### src/rtl/debug_uart_pkg.sv
// Shared types and constants for the CPU serial debug transmitter.
package debug_uart_pkg;

  localparam logic [7:0] SYNC_BYTE     = 8'hA5;
  localparam int         NUM_PORTS_DEF = 7;

  typedef enum logic [1:0] {IDLE, START, DATA, STOP} tx_state_e;

  // Cycles from accept to done for a frame of sync + payload + extra bytes.
  function automatic int frame_cycles(int num_ports, int clks_per_bit, int extra);
    return (num_ports + 1 + extra) * 10 * clks_per_bit;
  endfunction

endpackage

### src/rtl/debug_uart_tx_if.sv
// Request/line bundle between the CPU top level and the debug transmitter.
interface debug_uart_tx_if
  import debug_uart_pkg::*;
#(
  parameter int NUM_PORTS = NUM_PORTS_DEF
);
  logic                      start;
  logic [NUM_PORTS-1:0][7:0] debug_port;  // debug_port[0] is payload byte 1
  logic                      tx;
  logic                      busy;
  logic                      done;

  modport master (output start, debug_port, input tx, busy, done);
  modport slave  (input start, debug_port, output tx, busy, done);
endinterface

### src/rtl/debug_uart_tx_byte.sv
// One 8N1 byte, LSB first. ready_o is also high in the last stop-bit cycle so a
// new byte can be loaded back-to-back with no idle gap.
module uart_byte_tx
  import debug_uart_pkg::*;
#(
  parameter int CLKS_PER_BIT = 434
) (
  input  logic       clk,
  input  logic       nreset,
  input  logic       load_i,
  input  logic [7:0] data_i,
  output logic       ready_o,
  output logic       tx_o
);
  localparam int             CW       = (CLKS_PER_BIT > 1) ? $clog2(CLKS_PER_BIT) : 1;
  localparam logic [CW-1:0]  CNT_LAST = CW'(CLKS_PER_BIT - 1);

  tx_state_e     state_q;
  logic [CW-1:0] cnt_q;
  logic [2:0]    bit_q;
  logic [7:0]    shift_q;
  logic          tx_q;
  logic          tick;

  assign tick    = (cnt_q == CNT_LAST);
  assign ready_o = (state_q == IDLE) || ((state_q == STOP) && tick);
  assign tx_o    = tx_q;

  always_ff @(posedge clk or negedge nreset) begin
    if (!nreset) begin
      state_q <= IDLE;
      cnt_q   <= '0;
      bit_q   <= '0;
      shift_q <= '0;
      tx_q    <= 1'b1;
    end else begin
      case (state_q)
        IDLE: begin
          if (load_i) begin
            state_q <= START;
            shift_q <= data_i;
            cnt_q   <= '0;
            tx_q    <= 1'b0;
          end
        end
        START: begin
          if (tick) begin
            state_q <= DATA;
            cnt_q   <= '0;
            bit_q   <= '0;
            tx_q    <= shift_q[0];
          end else begin
            cnt_q <= cnt_q + 1'b1;
          end
        end
        DATA: begin
          if (tick) begin
            cnt_q <= '0;
            if (bit_q == 3'd7) begin
              state_q <= STOP;
              tx_q    <= 1'b1;
            end else begin
              bit_q   <= bit_q + 1'b1;
              shift_q <= {1'b0, shift_q[7:1]};
              tx_q    <= shift_q[1];
            end
          end else begin
            cnt_q <= cnt_q + 1'b1;
          end
        end
        STOP: begin
          if (tick) begin
            cnt_q <= '0;
            if (load_i) begin
              state_q <= START;
              shift_q <= data_i;
              tx_q    <= 1'b0;
            end else begin
              state_q <= IDLE;
              tx_q    <= 1'b1;
            end
          end else begin
            cnt_q <= cnt_q + 1'b1;
          end
        end
        default: begin
          state_q <= IDLE;
          cnt_q   <= '0;
          tx_q    <= 1'b1;
        end
      endcase
    end
  end

endmodule

### src/rtl/debug_uart_tx.sv
// Debug frame transmitter: snapshots the payload ports on start and sends
// sync + payload as contiguous 8N1 bytes. DEBUG_UART_TX_CHECKSUM_EN appends an XOR byte.
module debug_uart_tx
  import debug_uart_pkg::*;
#(
  parameter int CLKS_PER_BIT = 434,
  parameter int NUM_PORTS    = NUM_PORTS_DEF
) (
  input  logic            clk,
  input  logic            nreset,
  debug_uart_tx_if.slave  bus
);
`ifdef DEBUG_UART_TX_CHECKSUM_EN
  localparam int NBYTES = NUM_PORTS + 2;
`else
  localparam int NBYTES = NUM_PORTS + 1;
`endif
  localparam int             IW       = $clog2(NBYTES);
  localparam logic [IW-1:0]  IDX_LAST = IW'(NBYTES - 1);

  logic [NBYTES-1:0][7:0] frame_d, frame_q;
  logic [IW-1:0]          idx_d, idx_q, nxt_idx;
  logic                   busy_d, busy_q;
  logic                   done_d, done_q;
  logic                   byte_ready, accept, advance, finish, load;
  logic [7:0]             load_data;
`ifdef DEBUG_UART_TX_CHECKSUM_EN
  logic [7:0]             csum;
`endif

  always_comb begin
    frame_d    = '0;
    frame_d[0] = SYNC_BYTE;
    for (int i = 0; i < NUM_PORTS; i++) frame_d[i+1] = bus.debug_port[i];
`ifdef DEBUG_UART_TX_CHECKSUM_EN
    csum = '0;
    for (int i = 0; i < NUM_PORTS; i++) csum = csum ^ bus.debug_port[i];
    frame_d[NBYTES-1] = csum;
`endif
  end

  // Byte index 0 (sync) goes straight to the serialiser on accept; the rest
  // are fed from the snapshot each time the serialiser reaches its last stop cycle.
  assign nxt_idx   = idx_q + 1'b1;
  assign accept    = !busy_q && bus.start && byte_ready;
  assign advance   = busy_q && byte_ready && (idx_q != IDX_LAST);
  assign finish    = busy_q && byte_ready && (idx_q == IDX_LAST);
  assign load      = accept || advance;
  assign load_data = accept ? SYNC_BYTE : frame_q[nxt_idx];

  always_comb begin
    busy_d = busy_q;
    idx_d  = idx_q;
    done_d = finish;
    if (accept) begin
      busy_d = 1'b1;
      idx_d  = '0;
    end else if (advance) begin
      idx_d  = nxt_idx;
    end else if (finish) begin
      busy_d = 1'b0;
    end
  end

  always_ff @(posedge clk or negedge nreset) begin
    if (!nreset) begin
      busy_q  <= 1'b0;
      done_q  <= 1'b0;
      idx_q   <= '0;
      frame_q <= '0;
    end else begin
      busy_q <= busy_d;
      done_q <= done_d;
      idx_q  <= idx_d;
      if (accept) frame_q <= frame_d;
    end
  end

  uart_byte_tx #(.CLKS_PER_BIT(CLKS_PER_BIT)) u_byte (
    .clk     (clk),
    .nreset  (nreset),
    .load_i  (load),
    .data_i  (load_data),
    .ready_o (byte_ready),
    .tx_o    (bus.tx)
  );

  assign bus.busy = busy_q;
  assign bus.done = done_q;

endmodule

### src/flat_wrapper.sv
// flat-port wrapper written by rule: the top's interface ports become plain ports
module debug_uart_tx_flat import debug_uart_pkg::*;
#(
  parameter int CLKS_PER_BIT = 434,
  parameter int NUM_PORTS    = NUM_PORTS_DEF
)
  (clk, nreset, bus_start, bus_debug_port, bus_tx, bus_busy, bus_done);
  debug_uart_tx_if #(.NUM_PORTS(NUM_PORTS)) bus_i ();
  input  logic clk;
  input  logic nreset;
  input wire logic [$bits(bus_i.start)-1:0] bus_start;
  input wire logic [$bits(bus_i.debug_port)-1:0] bus_debug_port;
  output wire logic [$bits(bus_i.tx)-1:0] bus_tx;
  output wire logic [$bits(bus_i.busy)-1:0] bus_busy;
  output wire logic [$bits(bus_i.done)-1:0] bus_done;
  assign bus_i.start = bus_start;
  assign bus_i.debug_port = bus_debug_port;
  assign bus_tx = bus_i.tx;
  assign bus_busy = bus_i.busy;
  assign bus_done = bus_i.done;
  debug_uart_tx #(.CLKS_PER_BIT(CLKS_PER_BIT), .NUM_PORTS(NUM_PORTS)) u_core (.clk(clk), .nreset(nreset), .bus(bus_i));
endmodule
### config.mk
export PLATFORM = sky130hd
export DESIGN_NAME = debug_uart_tx_flat
export DESIGN_NICKNAME = d
export VERILOG_FILES = /design/src/rtl/debug_uart_pkg.sv /design/src/rtl/debug_uart_tx_if.sv /design/src/rtl/debug_uart_tx_byte.sv /design/src/rtl/debug_uart_tx.sv /design/src/flat_wrapper.sv
export SDC_FILE = /design/constraint.sdc
export NUM_CORES = 1
export LEC_CHECK = 0
export BUFFER_PORTS_ARGS = -buffer_cell sky130_fd_sc_hd__clkbuf_2
export CAP_MARGIN = 15
export CORE_MARGIN = 2
export CORE_UTILIZATION = 30
export DETAILED_ROUTE_END_ITERATION = 10
export PLACE_DENSITY_LB_ADDON = 0.05
export SYNTH_ARGS = -nofsm -noshare
export SYNTH_HDL_FRONTEND = slang
export SYNTH_SLANG_ARGS = --single-unit
### constraint.sdc
create_clock -name clk -period 2.25 [get_ports clk]
set_clock_uncertainty 0.1 [all_clocks]
set_input_delay 0.1125 -clock clk [delete_from_list [all_inputs] [get_ports clk]]
set_output_delay 0.1125 -clock clk [all_outputs]
set_load 0.02 [all_outputs]
# ---- After elaboration in Yosys (flattened, before gate mapping)
# Cells that the tools add are included.
dict set report totals {
  ff_bits 85
  input_bits 59
  out_inout_bits 3
  elab_cells 88
}
dict set report classes {
  n_addsub 3
  n_lt_le_gt_ge 1
  eq_ne 14
  muxes 34
  reduce_logical 20
}
# cell count
set ops {}
lappend ops {{$mux W8} 6}
lappend ops {{$bmux W8 S3} 1}
lappend ops {{$pmux W8 S3} 1}
lappend ops {{$mux W9} 2}
lappend ops {{$pmux W9 S2} 1}
lappend ops {{$mux W3} 5}
lappend ops {{$reduce_and A4 Y1} 3}
lappend ops {{$mux W1} 10}
lappend ops {{$mux W2} 5}
lappend ops {{$ne A2 B2 Y1 const B} 5}
lappend ops {{$add A9 B1 Y9 const B} 1}
lappend ops {{$eq A9 B9 Y1 const B} 1}
lappend ops {{$pmux W2 S4} 1}
lappend ops {{$add A3 B1 Y3 const B} 2}
lappend ops {{$eq A3 B3 Y1 const B} 2}
lappend ops {{$logic_and A1 B1 Y1} 6}
lappend ops {{$pmux W3 S2} 1}
lappend ops {{$reduce_bool A2 Y1} 3}
lappend ops {{$reduce_and A5 Y1} 1}
lappend ops {{$eq A2 B2 Y1 const B} 2}
lappend ops {{$lt A3 B4 Y1 const B} 1}
lappend ops {{$ne A2 B1 Y1 const B} 2}
lappend ops {{$pmux W1 S4} 1}
lappend ops {{$ne A3 B3 Y1 const B} 1}
lappend ops {{other kinds (7)} 8}

# ---- Depth between registers and ports, before layout
dict set report logic_depth {
  word_depth 9
  ltp_mapped 9
}

# ---- Modules after synthesis
# Synthesis repeated with hierarchy kept, for this count alone.
dict set report unflattened {
  hier_cells 338
  area_unflattened_um2 4277.9
}
# mod instances cells_per_inst area_per_inst_um2 seq_area_each_um2
set by_module_without_submodules {}
lappend by_module_without_submodules {debug_uart_tx 1 209 2922.8 1551.5}
lappend by_module_without_submodules {uart_byte_tx 1 129 1355.0 576.8}

# ---- Least setup slack after synthesis
# OpenSTA, ideal clock, no wires.
dict set report synth_path {
  path_kind {reg2reg}
  from {reg u_core.idx_q[0]}
  to {reg u_core.u_byte.shift_q[2]}
  setup_time_ns 0.143
  t_arrival_ns 2.141
  required_time_ns 2.007
  slack_ns -0.133
  stages_incl_launch_ff 8
  path_buffers 1
  period_less_slack_ns 2.383
  cell_sequence {dfrtp_1 -> ha_1 -> ha_1 -> buf_2 -> mux4_2 -> nor2b_1 -> a2111oi_0 -> o22ai_1}
}
dict set report synth_between {
  elab_chain_cells 7
  word_cells_on_any_way 10
}
# item line_no
set synth_lines {}
lappend synth_lines {{start, declared} debug_uart_tx.sv:22} ;# logic [IW-1:0] idx_d, idx_q, nxt_idx;
lappend synth_lines {{start signal, assigned} debug_uart_tx.sv:74} ;# idx_q <= idx_d;
lappend synth_lines {{$add A3 B1 Y3} debug_uart_tx.sv:44} ;# assign nxt_idx = idx_q + 1'b1;
lappend synth_lines {{$bmux W8 S3} debug_uart_tx.sv:49} ;# assign load_data = accept ? SYNC_BYTE : frame_q[nxt_idx];
lappend synth_lines {{$mux W8 (implied by the code)} debug_uart_tx.sv:49}
lappend synth_lines {{$mux W8} debug_uart_tx.sv:49}
lappend synth_lines {{$mux W8 *} {debug_uart_tx_byte.sv:39, debug_uart_tx_byte.sv:74}}
lappend synth_lines {{$mux W8} debug_uart_tx_byte.sv:72} ;# if (tick) begin
lappend synth_lines {{$pmux W8 S3 *} debug_uart_tx_byte.sv:37} ;# case (state_q)
lappend synth_lines {{end signal, assigned} debug_uart_tx_byte.sv:41} ;# shift_q <= data_i;
lappend synth_lines {{end signal, assigned} debug_uart_tx_byte.sv:64} ;# shift_q <= {1'b0, shift_q[7:1]};
lappend synth_lines {{end signal, assigned} debug_uart_tx_byte.sv:76} ;# shift_q <= data_i;
lappend synth_lines {{end, declared} debug_uart_tx_byte.sv:21} ;# logic [7:0] shift_q;
# Mark *: on every way between the ends. The rest lies on a longest branch, timed or not. The select of a mux whose other input is x is not followed.
# A chain may end at the register's enable or synchronous reset.

# ---- Final worst setup path
dict set report layout_path {
  from {reg u_core.idx_q[0]}
  to {reg u_core.u_byte.shift_q[6]}
}
# Same word-level chain as after synthesis.

==> impl_metrics.yaml <==
global_route:
  grt_start_max_net_pins: 54
  grt_pass1_wl_mm: 15.9
  overflow: 0
  grt_usage_pct: 13.6
  first_global_vias: 3089
  antenna_found_initial: 0
logic_synthesis:
  synth_area_per_cell_sq_um: 12.7
  synth_cells: 335
  synthTopCellsByArea: "dfrtp_1, mux2_2, mux4_2, ha_1, mux2i_1"
  synth.distinct_cells: 56
  ys_seq_area_share_pct: 50.1
  synth_ff_type: "dfrtp_1"
  synth_top_area_share_pct: 49.5
  synthesis.nets: 406
  synthArstFlopShare_pct: 100
  ys_seq_elements: 85
  syn_area_sq_um: 4250
  synth_edf_count: 0
  ys_warn_count: 0
  synth_common_cells: "dfrtp_1, mux2_2, nor2_1"
  synth_most_common_cell: "dfrtp_1"
  synth_top_area_cell: "dfrtp_1"
worst_setup_path:
  crit_slowest_cell: "dfrtp_1"
  endpoint_kind: "register"
  startpoint: "u_core.idx_q[0]$_DFFE_PN0P_"
  path_max_fanout: 7
  ff2ff_setup_slack_ps: 60
  path_delay_family: "compound AO/OA/AOI/OAI gates"
  arrival_ps: 2320
  worstPathCellList: "ha_2 -> ha_4 -> nand2b_4 -> a211o_1 -> a221oi_4 -> buf_6 -> o311ai_2 -> o21a_1"
  cp_data_required_time_ps: 2380
  cp_num_buf_inv: 1
  start_kind: "register"
  max_stage_delay_ps: 390
  r2r_start: "u_core.idx_q[0]$_DFFE_PN0P_"
  critical_path_class: "reg -> reg"
run_status:
  status: "finished, final reports clean"
clock_tree:
  clk_pin_slew_worst_paths_ps: 60
  cts_tree: "built"
  clockRootBuffer: "clkbuf_16"
  h-tree-depth: 3
  numCtsBuffers: 9
  insertion_delay_ps: 340
  clk_path_buf_depth: 2
  cts_sinks: 85
worst_hold_path:
  hp-class: "in -> reg"
  min_from: "bus_start"
route:
  totalWireLength_mm: 9.78
  dr.pass1.iters: 4
  viasPerCell: 4.73
  drc: 0
  via_count: 3131
  drtAntennaViolNets: 0
  routedWlPerCell_microns: 14.8
  drt_iter0_markers: 63
cells_and_area:
  area_growth_pct: 39.9
  utilization_pct: 42.8
  antennaDiodeCount: 0
  drive_gt1_share_pct: 40.9
  final_cell_area_sq_um: 5950
  fillCellCount: 1331
  nets: 549
power:
  total_power_mw: 3.29
  p_comb_share_pct: 5.0
  switchingPower_mw: 0.666
  leakage_nw: 2.89
  p_clk_share_pct: 48.6
  seq_power_share_pct: 46.4
  switching_share_pct: 20.2
  internal-power_mw: 2.63
  p_per_area_nw_per_um2: 554
  ir_drop_mv: 0.325
timing:
  worst_pin_slew_ps: 696
  slew_viol_final: 0
  grt_setup_unrepaired: "true"
  finalCriticalPeriod_ps: 2190
  finalSetupViolations: 0
  timing.fmax_mhz: 457
  fin_crit_sh_pct: 97.2
  slew-limit-headroom_pct: 53.6
  finalHoldViolCount: 0
placed_design:
  portBuffers: 61
  hpwl_mm: 6.88
  place_area_sq_um: 4950
  gp_congestion: 0.737
floorplan:
  initial_core_util_pct: 30.6
  die_h_microns: 123
  dieWidth_microns: 123
  fp.dieArea_sq_um: 15100
  rows: 43
  core_area_sq_um: 13900
  ios: 62
run:
  maxCapViolations: 0
cell type report:
| cell class | count | area [sq um] | share of cell area, % |
|---|---|---|---|
| clock buffer | 11 | 243 | 4.08 |
| sequential | 85 | 2130 | 35.8 |
| timing repair buffer | 151 | 1200 | 20.2 |
| multi-input combinational | 222 | 2040 | 34.3 |
| tap | 180 | 225 | 3.79 |
| clock inverter | 4 | 72.6 | 1.22 |
| inverter | 9 | 33.8 | 0.568 |
metal layers:
layer | track usage (%) | share of wire [%] | up-vias
li1 | - | - | 1523
met1 | 19.3 | 49 | 1555
met2 | 20.4 | 47 | 40
met3 | 2.21 | 2.4 | 13
met4 | 6.18 | 2.0 | 0
met5 | 0 | 0 | -
cell families after synthesis:
| group | synth area share [%] |
|---|---|
| xor gates and xnor gates | 1.24 |
| AOI/OAI and AO/OA | 10.7 |
| buffers and inverters | 3.86 |
| muxes | 22.9 |
| DFF | 50.1 |
| and+or+nand+nor | 7.69 |
| adders and majority gates | 3.53 |
cell usage in the layout (no fill, tap or decap), types with 3 or more instances in the layout:
cell type and instances:
buf_4 27, mux2i_1 13, nor2b_1 5, o21a_1 5
a21o_1 3, a22oi_1 4, dlygate4sd3_1 57, a21oi_1 10
buf_12 5, mux4_2 8, nor2_1 16, o21ai_1 5
nand2_1 15, o21ai_0 8, o311ai_2 3, clkbuf_2 60
xor2_1 4, inv_1 9, a22o_1 5, clkbuf_16 9
nand4_1 4, ha_1 10, dfrtp_1 83, mux2_2 58
o22ai_1 3
stage by stage:
step | setup TNS (ps) | hold slack, ps | std cells | setup WS (ps)
finish | 0 | 226 | 662 | 64.1
global route | -104 | 264 | 662 | -36.4
CTS | 0 | 214 | 658 | 2.08
detailed placement | -671 | 107 | 586 | -167
global placement | -132 | 105 | 586 | -27.1
floorplan | 0 | -283 | 335 | 3.72
state kept, by name, indices dropped and copies added (netlist names):
signal	count
u_core.u_byte.tx_o	1
u_core.idx_q	3
u_core.bus.done	1
u_core.u_byte.bit_q	3
u_core.u_byte.shift_q	8
u_core.u_byte.state_q	2
u_core.frame_q	57
u_core.u_byte.cnt_q	9
u_core.bus.busy	1
timing repair:
action                     CTS  global route
gates cloned                 0             0
hold buffers                57             0
gates resized for setup      4            18
hold endpoints to repair   106             0
buffers inserted             0             4
setup endpoints to repair    7            15
pin swaps                    0            10
path summary, 6_finish.rpt:
path	to	depth (start not counted)
min reg2reg	u_core.u_byte.tx_o$_DFFE_PN1P_	2
max in group asynchronous	u_core.frame_q[18]$_DFFE_PN0N_	3
max reg2reg	u_core.u_byte.shift_q[6]$_DFFE_PN0P_	8
max	u_core.u_byte.shift_q[6]$_DFFE_PN0P_	8
min in group asynchronous	u_core.u_byte.cnt_q[4]$_DFFE_PN0P_	2
min	u_core.u_byte.cnt_q[0]$_DFFE_PN0P_	4
worst reg2reg max path, delay by kind of cell, from the launching register on:
family,cells,cell delay (ps)
adder cells (fa/ha/maj),2,370
buffers and inverters,1,180
AO/OA/AOI/OAI,4,910
AND/OR/NAND/NOR,1,130
flip-flops,1,390
power by group through the flow:
stage	Clock, mW	Combinational [mW]	Sequential, mW
6_report	1.60	0.165	1.53
5_1_grt	1.70	0.183	1.53
4_1_cts	1.65	0.170	1.53
3_5_place_dp	0	0.0924	1.56
3_3_place_gp	0	0.0912	1.56
2_1_floorplan	0	0.00373	1.56
Power figures use the tool's default switching activity.
